File: src/rtl/pipeline_share_arbiter.sv
// pipeline_share_arbiter
// Shares one PSTAGE-deep pipeline among N_REQ requesters. Each cycle at most one
// requester is granted by round-robin. Every stage advances together under one
// clock enable (ce). A flush request stops new grants, waits for the pipeline to
// empty, and then pulses flush_done for one cycle.
// Optional feature: define PIPELINE_SHARE_ARBITER_PRIO0_EN to give requester 0
// strict priority. Requesters 1..N_REQ-1 then round-robin among themselves.
module pipeline_share_arbiter #(
    parameter int DATA_WIDTH = 32,
    parameter int N_REQ      = 4,
    parameter int PSTAGE     = 3
) (
    input  logic                          clk,
    input  logic                          arst_n,
    input  logic [N_REQ-1:0]              req_valid,
    input  logic [N_REQ*DATA_WIDTH-1:0]   req_data,
    output logic [N_REQ-1:0]              req_ready,
    output logic                          out_valid,
    output logic [DATA_WIDTH-1:0]         out_data,
    output logic [$clog2(N_REQ)-1:0]      out_tag,
    input  logic                          out_ready,
    input  logic                          flush,
    output logic                          flush_done,
    output logic [$clog2(PSTAGE+1)-1:0]   occupancy
);

    localparam int TAG_W = $clog2(N_REQ);
    localparam int OCC_W = $clog2(PSTAGE+1);
    localparam logic [TAG_W-1:0] LAST_REQ = TAG_W'(N_REQ - 1);

    typedef enum logic [1:0] {
        ST_RUN,
        ST_DRAIN,
        ST_DONE
    } state_t;

    state_t                state;
    logic [DATA_WIDTH-1:0] stg_data [PSTAGE];
    logic [TAG_W-1:0]      stg_tag  [PSTAGE];
    logic [PSTAGE-1:0]     stg_valid;
    logic [TAG_W-1:0]      ptr;

    logic                  ce;
    logic                  grant_any;
    logic [TAG_W-1:0]      grant_idx;
    logic [DATA_WIDTH-1:0] grant_data;
    int unsigned           rr_idx;
    logic [TAG_W-1:0]      rr_cand;

    assign out_valid = stg_valid[PSTAGE-1];
    assign out_data  = stg_data[PSTAGE-1];
    assign out_tag   = stg_tag[PSTAGE-1];
    assign ce        = out_ready | ~out_valid;

    // Grant selection: search ptr, ptr+1, ... (mod N_REQ) for the first valid requester.
    always_comb begin
        grant_any = 1'b0;
        grant_idx = '0;
        rr_idx    = 0;
        rr_cand   = '0;
        if (arst_n && ce && state == ST_RUN && !flush) begin
`ifdef PIPELINE_SHARE_ARBITER_PRIO0_EN
            if (req_valid[0]) begin
                grant_any = 1'b1;
                grant_idx = '0;
            end
`endif
            for (int unsigned k = 0; k < N_REQ; k++) begin
                rr_idx = 32'(ptr) + k;
                if (rr_idx >= N_REQ) begin
                    rr_idx = rr_idx - N_REQ;
                end
                rr_cand = TAG_W'(rr_idx);
`ifdef PIPELINE_SHARE_ARBITER_PRIO0_EN
                if (!grant_any && rr_cand != '0 && req_valid[rr_cand]) begin
`else
                if (!grant_any && req_valid[rr_cand]) begin
`endif
                    grant_any = 1'b1;
                    grant_idx = rr_cand;
                end
            end
        end
    end

    // One-hot grant vector and the granted requester's data word.
    always_comb begin
        req_ready  = '0;
        grant_data = '0;
        if (grant_any) begin
            req_ready[grant_idx] = 1'b1;
        end
        for (int unsigned i = 0; i < N_REQ; i++) begin
            if (grant_idx == TAG_W'(i)) begin
                grant_data = req_data[i*DATA_WIDTH +: DATA_WIDTH];
            end
        end
    end

    // Shared pipeline stages and occupancy. All of them advance together on ce.
    always_ff @(posedge clk or negedge arst_n) begin
        if (!arst_n) begin
            stg_valid <= '0;
            occupancy <= '0;
            for (int unsigned s = 0; s < PSTAGE; s++) begin
                stg_data[s] <= '0;
                stg_tag[s]  <= '0;
            end
        end else if (ce) begin
            stg_valid[0] <= grant_any;
            stg_data[0]  <= grant_data;
            stg_tag[0]   <= grant_idx;
            for (int unsigned s = 1; s < PSTAGE; s++) begin
                stg_valid[s] <= stg_valid[s-1];
                stg_data[s]  <= stg_data[s-1];
                stg_tag[s]   <= stg_tag[s-1];
            end
            // A word can leave and another can enter on the same edge, so the count stays put.
            occupancy <= occupancy + OCC_W'(grant_any) - OCC_W'(out_valid);
        end
    end

    // Round-robin pointer: it moves to the requester after the one just granted.
    always_ff @(posedge clk or negedge arst_n) begin
        if (!arst_n) begin
            ptr <= '0;
`ifdef PIPELINE_SHARE_ARBITER_PRIO0_EN
        end else if (grant_any && grant_idx != '0) begin
`else
        end else if (grant_any) begin
`endif
            ptr <= (grant_idx == LAST_REQ) ? '0 : grant_idx + 1'b1;
        end
    end

    // Flush state machine. flush_done is a registered copy of the DONE state.
    always_ff @(posedge clk or negedge arst_n) begin
        if (!arst_n) begin
            state      <= ST_RUN;
            flush_done <= 1'b0;
        end else begin
            case (state)
                ST_RUN: begin
                    if (flush) begin
                        state <= ST_DRAIN;
                    end
                end
                ST_DRAIN: begin
                    if (occupancy == '0) begin
                        state      <= ST_DONE;
                        flush_done <= 1'b1;
                    end
                end
                ST_DONE: begin
                    state      <= ST_RUN;
                    flush_done <= 1'b0;
                end
                default: begin
                    state      <= ST_RUN;
                    flush_done <= 1'b0;
                end
            endcase
        end
    end

endmodule

File: config.mk
export PLATFORM = sky130hd
export DESIGN_NAME = pipeline_share_arbiter
export DESIGN_NICKNAME = d
export VERILOG_FILES = /design/src/rtl/pipeline_share_arbiter.sv
export SDC_FILE = /design/constraint.sdc
export NUM_CORES = 1
export LEC_CHECK = 0
export ABC_AREA = 1
export CAP_MARGIN = 5
export CORE_AREA = 2 2 137 105
export DETAILED_ROUTE_END_ITERATION = 6
export DIE_AREA = 0 0 139 107
export PLACE_DENSITY = 0.86
export SYNTH_ARGS = -nofsm -noshare
export SYNTH_HDL_FRONTEND = slang
export SYNTH_SLANG_ARGS = --single-unit
File: constraint.sdc
create_clock -name clk -period 2.15 [get_ports clk]
set_input_delay 0.215 -clock clk [delete_from_list [all_inputs] [get_ports clk]]
set_output_delay 0.215 -clock clk [all_outputs]
set_load 0.1 [all_outputs]
# Yosys cells after proc, flatten, opt, wreduce, memory -nomap -nowiden
# Cells that the tools add are included.
classes:
  add_sub_neg: 10
  n_lt_le_gt_ge: 10
  n_eq_ne: 6
  mux: 42
  bitwise: 3
  n_reduce_logical: 16
ops:
  columns: ["operator", "count"]
  rows:
  - ["$mux W32", 4]
  - ["$mux W2", 16]
  - ["$lt A2 B3 Y1 const B", 5]
  - ["$mux W1", 14]
  - ["$ge A3 B3 Y1 const B", 3]
  - ["$bmux W1 S2", 4]
  - ["$sub A2 B1 Y2 const B", 4]
  - ["$logic_and A1 B1 Y1", 7]
  - ["$add A2 B2 Y3 const B", 2]
  - ["$logic_not A2 Y1", 3]
  - ["$eq A2 B1 Y1 const B", 2]
  - ["$eq A2 B2 Y1 const B", 2]
  - ["$logic_not A1 Y1", 4]
  - ["$mux W4", 1]
  - ["$ne A2 B2 Y1 const B", 2]
  - ["$pmux W2 S2", 1]
  - ["$reduce_and A2 Y1", 2]
  - ["$add A2 B1 Y3 const B", 1]
  - ["$ge A2 B3 Y1 const B", 1]
  - ["$add A2 B1 Y2", 1]
  - ["$add A2 B1 Y2 const B", 1]
  - ["$demux W1 S2", 1]
  - ["$ge A2 B1 Y1 const B", 1]
  - ["$not A1 Y1", 2]
  - ["other kinds (3)", 3]
totals:
  register_bits: 112
  input_bits: 136
  output_inout_bits: 42
  wordCells: 98

# Logic depth before layout (Yosys ltp)
logic_depth:
  depth_word: 27
  depth_mapped: 20
  depth_no_buf: 18

# Worst setup path after synthesis
# OpenSTA, ideal clock, no wires.
synth_timing:
  path_kind: "flip-flop to output port"
  startpoint: "register stg_valid[2]"
  endpoint: "output port req_ready[3]"
  t_arrival_ns: 3.561
  required_time_ns: 1.935
  path_slack_ns: -1.626
  path_stages_with_launch: 13
  n_path_buf: 2
  path_cell_list: "dfrtp_1 inv_1 nor2_4 nor3_1 nand2_4 inv_4 nand2_4 inv_2 ha_1 clkbuf_1 inv_1 clkbuf_1 nor2_1"
synth_via:
  elab_chain_len: 11
  elab_cells_between_ends: 13
  cone_classes: "2 x order compare; 5 x mux; 2 x bitwise; 4 x reduce/logical"
synth_rtl:
  columns: ["item", "line", "source"]
  rows:
  - ["start, declared", "40", "logic [PSTAGE-1:0] stg_valid;"]
  - ["start signal, assigned by index", "114", "stg_valid[s] <= stg_valid[s-1];"]
  - ["$not A1 Y1 *", "53", "assign ce = out_ready | ~out_valid;"]
  - ["$or A1 B1 Y1 *", "53", null]
  - ["$logic_and A1 B1 Y1 * (3 in series)", "61", "if (arst_n && ce && state == ST_RUN && !flush) begin"]
  - ["$mux W2 *", "61", null]
  - ["named net grant_idx[0]", "45", "logic [TAG_W-1:0] grant_idx;"]
  - ["$lt A2 B3 Y1 (not written as such) / $ge A2 B1 Y1 (equally long branches)", "91", "req_ready[grant_idx] = 1'b1;"]
  - ["$logic_and A1 B1 Y1 (not written as such)", "91", null]
  - ["$mux W1 (not written as such)", "91", null]
  - ["$demux W1 S2 *", "91", null]
  - ["$mux W4 *", "90", "if (grant_any) begin"]
  - ["end, declared", "17", "output logic [N_REQ-1:0] req_ready,"]
# The timed path passes the listed nets; every way through them passes the cells marked *.

# Worst setup path in the final report
layout_timing:
  startpoint: "register ptr[0]"
  endpoint: "register stg_data[67] (netlist bit)"
layout_via:
  elab_chain_len: 24
  elab_cells_between_ends: 52
  cone_classes: "7 x add/sub; 4 x order compare; 3 x eq/ne; 31 x mux; 7 x reduce/logical"
layout_rtl:
  columns: ["item", "line", "source"]
  rows:
  - ["start, declared", "41", "logic [TAG_W-1:0] ptr;"]
  - ["start signal, assigned", "132", "ptr <= (grant_idx == LAST_REQ) ? '0 : grant_idx + 1'b1;"]
  - ["$ge A2 B3 Y1 / $sub A2 B1 Y2 (equally long branches)", "70, 71", null]
  - ["$mux W2", "70", "if (rr_idx >= N_REQ) begin"]
  - ["$mux W2", "61", null]
  - ["$bmux W1 S2", "77", "if (!grant_any && req_valid[rr_cand]) begin"]
  - ["$mux W1 (not written as such)", "77", null]
  - ["$mux W1", "77", null]
  - ["$mux W1", "61", null]
  - ["$logic_not A1 Y1", "77", null]
  - ["(+7 left out)", null, null]
  - ["$logic_not A1 Y1", "77", null]
  - ["$logic_and A1 B1 Y1", "77", null]
  - ["$mux W2 *", "77", null]
  - ["$mux W2 *", "61", null]
  - ["named net grant_idx[0]", "45", null]
  - ["$logic_not A2 Y1", "94", "if (grant_idx == TAG_W'(i)) begin"]
  - ["$mux W32 (3 in series)", "94", null]
  - ["$mux W32 *", "94", null]
  - ["end signal, assigned by index", "115", "stg_data[s] <= stg_data[s-1];"]
  - ["end, declared", "38", "logic [DATA_WIDTH-1:0] stg_data [PSTAGE];"]
# The timed path passes the listed nets; every way through them passes the cells marked *. The select of a mux whose other input is x is not followed.
# A chain may end at the register's enable or synchronous reset.

==> results.md <==
Critical path:
- STA classifies the critical path endpoint as a flop.
- The worst-path maximum fanout is 8.
- At the worst endpoint, the required time is 2.41 ns.
- The most critical setup path has its startpoint at ptr[0].
- The data arrival time of the critical path is 3.00 ns.
- For the worst flop-to-flop path, the logic depth is 20.
- In this run the worst setup path terminates at stg_data[67].
- The endpoint identified for the worst register-to-register timing path is stg_data[67].
- The beginning of the worst register-to-register path is ptr[0].
- The setup check on the worst reg-to-reg path leaves a slack of -0.59 ns.
- The critical path in this run is classified as reg -> reg.
- The worst setup path is launched from a flop.

Clock tree:
- The total clock buffers created by CTS is 9.
- For this design, the sink count on the clock tree is 112.
- The clock tree from TritonCTS is done.
- The later pin in the worst-skew pair is clocked with a latency of between 0.3 and 0.4 ns.
- The clock passes through at most 2 buffers.
- Clock-pin slew was measured on the worst setup and hold paths at 0.08 ns.
- The depth of the CTS H-tree is 3.
- The buffer cell driving the clock tree root is sky130_fd_sc_hd__clkbuf_16.

Synth:
- The number of storage elements in the synthesis netlist is about 110.
- By instance count, the leading cell after synthesis is sky130_fd_sc_hd__nand2_1.
- By area the synthesized netlist is led by sky130_fd_sc_hd__dfrtp_1 49%, sky130_fd_sc_hd__nand2_1 19%, sky130_fd_sc_hd__a21oi_1 8.5%, sky130_fd_sc_hd__buf_4 4.5%, sky130_fd_sc_hd__o211ai_1 4.2%.
- Yosys mapped a number of flops with a built-in enable equal to 0.
- The post-synthesis cell type count is 26.
- When the netlist entered floorplanning its net count stood at 878.
- The combined area of all synthesized cells is 5710 um2.
- The number of instances in the synthesized netlist is 736.
- The fraction of synthesized cell area taken by the top area cell type is 49.1%.
- The share of synthesized registers carrying an async set or reset is 100%.
- For this run, the leading register cell type out of synthesis is sky130_fd_sc_hd__dfrtp_1.
- Ranked by instance count, the synthesized netlist is headed by 293 x sky130_fd_sc_hd__nand2_1, 112 x sky130_fd_sc_hd__dfrtp_1, 97 x sky130_fd_sc_hd__a21oi_1.
- The Yosys step of the flow raised 0 warnings.
- sky130_fd_sc_hd__dfrtp_1 takes more of the synthesized area than any other cell.
- The sequential-to-total area share from yosys stat is 49.1%.
- The average cell area after synthesis is 7.75 um2.

Power:
- Of the total power, registers draw approximately 29%.
- The clock network fraction of design power is 13.2%.
- The maximum VDD drop is between 0.9 and 1 mV.
- The combinational share of power is slightly below 60%.
- Dividing total power by cell area gives a power density of 1530 nW/um2.
- In this run switching power makes up roughly 50% of total power.
- Internal power comes to 6450 uW.
- The leakage power summed over all cells is 0.00410 uW.
- The switching power is 6600 uW.

Timing:
- The setup TNS after final layout is -20.19 ns.
- At the pin with the least slew margin, the transition time is 0.630 ns.
- The final max-slew violation count was 0.
- Clock skew on the completed layout was measured at 0.00475 ns.
- Setup slack on the critical path of the routed design comes to -0.588 ns.
- Setup repair after global routing could not meet its margin everywhere.
- The worst pin sits at a relative slew slack of 58.0%.
- The smallest clock period supported by the final layout is computed as about 2.7 ns.
- Across all hold checks on the routed design, the worst slack comes to 0.466 ns.
- The number of endpoints with negative hold slack in the final report was 0.
- Based on the critical path, the design can be clocked at up to 365 MHz.
- Setup violations remaining at the end of the flow were counted as 39.
- The final period utilization is 127%.

Placed design:
- Buffers placed on the I/O ports in this run total 177.
- At the end of routability-driven placement, the weighted congestion stood at 0.913.
- The half-perimeter wire length after placement is ~11000 um.

Floorplan:
- The die covers 14900 um2.
- The I/O pin count is 178.
- The core region is approximately 14000 um2.
- The floorplan step set the die height to 107 um.
- The number of cell rows is 37.
- The die is 139 um wide.
- For this configuration, the core starts out at a cell density of 42.2%.

Global route:
- Summed over all layers, the global routing overflow is 0.
- The maximum number of pins on one net before global-route repair is 73.
- The global-route wire length before repair is 27700 um.
- The initial antenna violation count came to 1.
- The number of global-route vias before repair is around 5400.
- The aggregate global-route resource usage is between 20% and 30%.

Worst hold path:
- The path class of the tightest hold or removal check is reg -> reg.
- Along the worst hold path, the cell count comes to 2.

Layout:
- The repair_antennas step left the layout with diodes totalling 0.
- The synthesis-to-finish area growth is 49.4%.
- The post-route netlist has roughly 23% of its cells at a drive strength greater than 1.
- After the last flow step, the layout net total stands at 1054.

Detailed routing:
- In this run the remaining antenna-violating nets after routing total 0.
- The number of violations reported at the end of detailed-routing iteration 0 is 253.
- The overall via count from detail_route is between 5000 and 6000.
- The final wirelength is 17800 um.
- After detailed routing, the average wire length per cell comes to 16.3 um.
- The ratio of routed vias to standard cells is 5.03.
- The DRC violations left is 0.
- The pre-antenna-repair detailed-routing pass consisted of 5 iterations.

Outcome:
- The run finished, with violations left.
- The checks that failed: negative setup slack.

Job:
- The tool flagged a number of max-cap violations equal to 0.
-- worst max-delay path, cell delays in order, from the launching register on --
cell and delay (ns):
sky130_fd_sc_hd__dfrtp_2 0.49, sky130_fd_sc_hd__clkinv_4 0.17, sky130_fd_sc_hd__nand2_4 0.11, sky130_fd_sc_hd__nand2_4 0.06, sky130_fd_sc_hd__nand2_2 0.08, sky130_fd_sc_hd__inv_2 0.05
sky130_fd_sc_hd__nor2_1 0.21, sky130_fd_sc_hd__nand3_2 0.13, sky130_fd_sc_hd__nand2_4 0.11, sky130_fd_sc_hd__inv_4 0.05, sky130_fd_sc_hd__nand2_8 0.09, sky130_fd_sc_hd__inv_6 0.05
sky130_fd_sc_hd__ha_4 0.16, sky130_fd_sc_hd__buf_6 0.12, sky130_fd_sc_hd__nor2_4 0.16, sky130_fd_sc_hd__buf_12 0.13, sky130_fd_sc_hd__buf_16 0.12, sky130_fd_sc_hd__nand2_1 0.05
sky130_fd_sc_hd__nand2_1 0.05, sky130_fd_sc_hd__o211ai_1 0.09, sky130_fd_sc_hd__a21oi_1 0.15
-- worst min path at each step --
stage                             from           end  slack (ns)
after floorplan                 arst_n    flush_done       -0.08
after global placement          arst_n   out_data[1]        0.37
after detailed placement        arst_n  occupancy[1]        0.37
after CTS                        flush      state[0]        0.47
after global routing             flush      state[0]        0.47
final                     stg_data[39]   out_data[7]        0.47
-- state kept, by name, summed over array words and instances, names as in the netlist --
| name | count |
|---|---|
| stg_data | 64 |
| out_data | 32 |
| stg_tag | 4 |
| stg_valid | 3 |
| occupancy | 2 |
| out_tag | 2 |
| ptr | 2 |
| state | 2 |
| flush_done | 1 |
-- repair_timing --
action / in CTS / in global routing
setup endpoints to repair: 37 / 40
hold buffers: 1 / 0
gates cloned: 2 / 0
pin swaps: 29 / 27
buffers inserted: 29 / 5
resized for setup: 59 / 35
endpoints found under the hold margin: 1 / 0
-- logic make-up (layout without fill, tap and decap cells) --
kind of cell               after synthesis  count (layout)  share of synthesized area, %
xor gates and xnor gates                 1               1                         0.154
buffers and inverters                  111             292                          9.84
and+or+nand+nor                        358             358                          25.1
DFF                                    112             112                          49.1
adders and majority gates                6               6                          1.32
AOI/OAI and AO/OA                      148             148                          14.4
-- layer usage --
metal	wire [um]	track usage [%]	vias up
li1	-	-	2671
met1	8020	31.5	2609
met2	8250	38.7	202
met3	1330	6.57	12
met4	146	4.98	2
met5	13	0	-
-- metrics by stage --
stage	std cells	setup WS [ns]	utilization, %	area [um2]	total power [uW]
detailed placement	1042	-0.403	56.2	7600	10400
global placement	1042	-0.307	56.2	7600	10200
finish	1092	-0.588	63.1	8520	13000
global route	1092	-0.742	63.1	8520	13900
CTS	1090	-0.400	62.1	8390	12900
floorplan	736	-0.326	-	5800	9100
-- area by class of cell --
| cell class | instances | area [um2] |
|---|---|---|
| clock buffers | 10 | 229 |
| clock inverters | 6 | 80.1 |
| fillers | 1147 | 4990 |
| inverters | 33 | 153 |
| multi-input cells | 513 | 2650 |
| flip-flops and latches | 112 | 2810 |
| well taps | 175 | 219 |
| repair buffers | 243 | 2380 |
-- layout by cell type (no fill, tap or decap), types with 2 or more instances in the layout --
| master | count |
|---|---|
| sky130_fd_sc_hd__a21oi_1 | 87 |
| sky130_fd_sc_hd__a21oi_2 | 9 |
| sky130_fd_sc_hd__buf_12 | 12 |
| sky130_fd_sc_hd__buf_4 | 81 |
| sky130_fd_sc_hd__buf_6 | 14 |
| sky130_fd_sc_hd__clkbuf_16 | 9 |
| sky130_fd_sc_hd__clkdlybuf4s50_1 | 134 |
| sky130_fd_sc_hd__clkinv_4 | 3 |
| sky130_fd_sc_hd__dfrtp_1 | 109 |
| sky130_fd_sc_hd__dfrtp_2 | 2 |
| sky130_fd_sc_hd__ha_4 | 6 |
| sky130_fd_sc_hd__inv_1 | 18 |
| sky130_fd_sc_hd__inv_2 | 5 |
| sky130_fd_sc_hd__inv_4 | 7 |
| sky130_fd_sc_hd__inv_6 | 2 |
| sky130_fd_sc_hd__nand2_1 | 271 |
| sky130_fd_sc_hd__nand2_2 | 20 |
| sky130_fd_sc_hd__nand2_4 | 12 |
| sky130_fd_sc_hd__nand3_1 | 2 |
| sky130_fd_sc_hd__nand3_2 | 7 |
| sky130_fd_sc_hd__nor2_1 | 36 |
| sky130_fd_sc_hd__nor2_4 | 7 |
| sky130_fd_sc_hd__o211ai_1 | 32 |
| sky130_fd_sc_hd__o21ai_0 | 15 |
| sky130_fd_sc_hd__o21ai_1 | 3 |
-- power by group through the flow --
stage	clock (uW)	combinational [uW]	sequential, uW
after floorplan	0	5220	3880
after global placement	0	6520	3730
after detailed placement	0	6630	3770
after CTS	1770	7360	3750
after global routing	1860	8090	3900
final	1720	7550	3770
(Power assumes the default switching activity.)
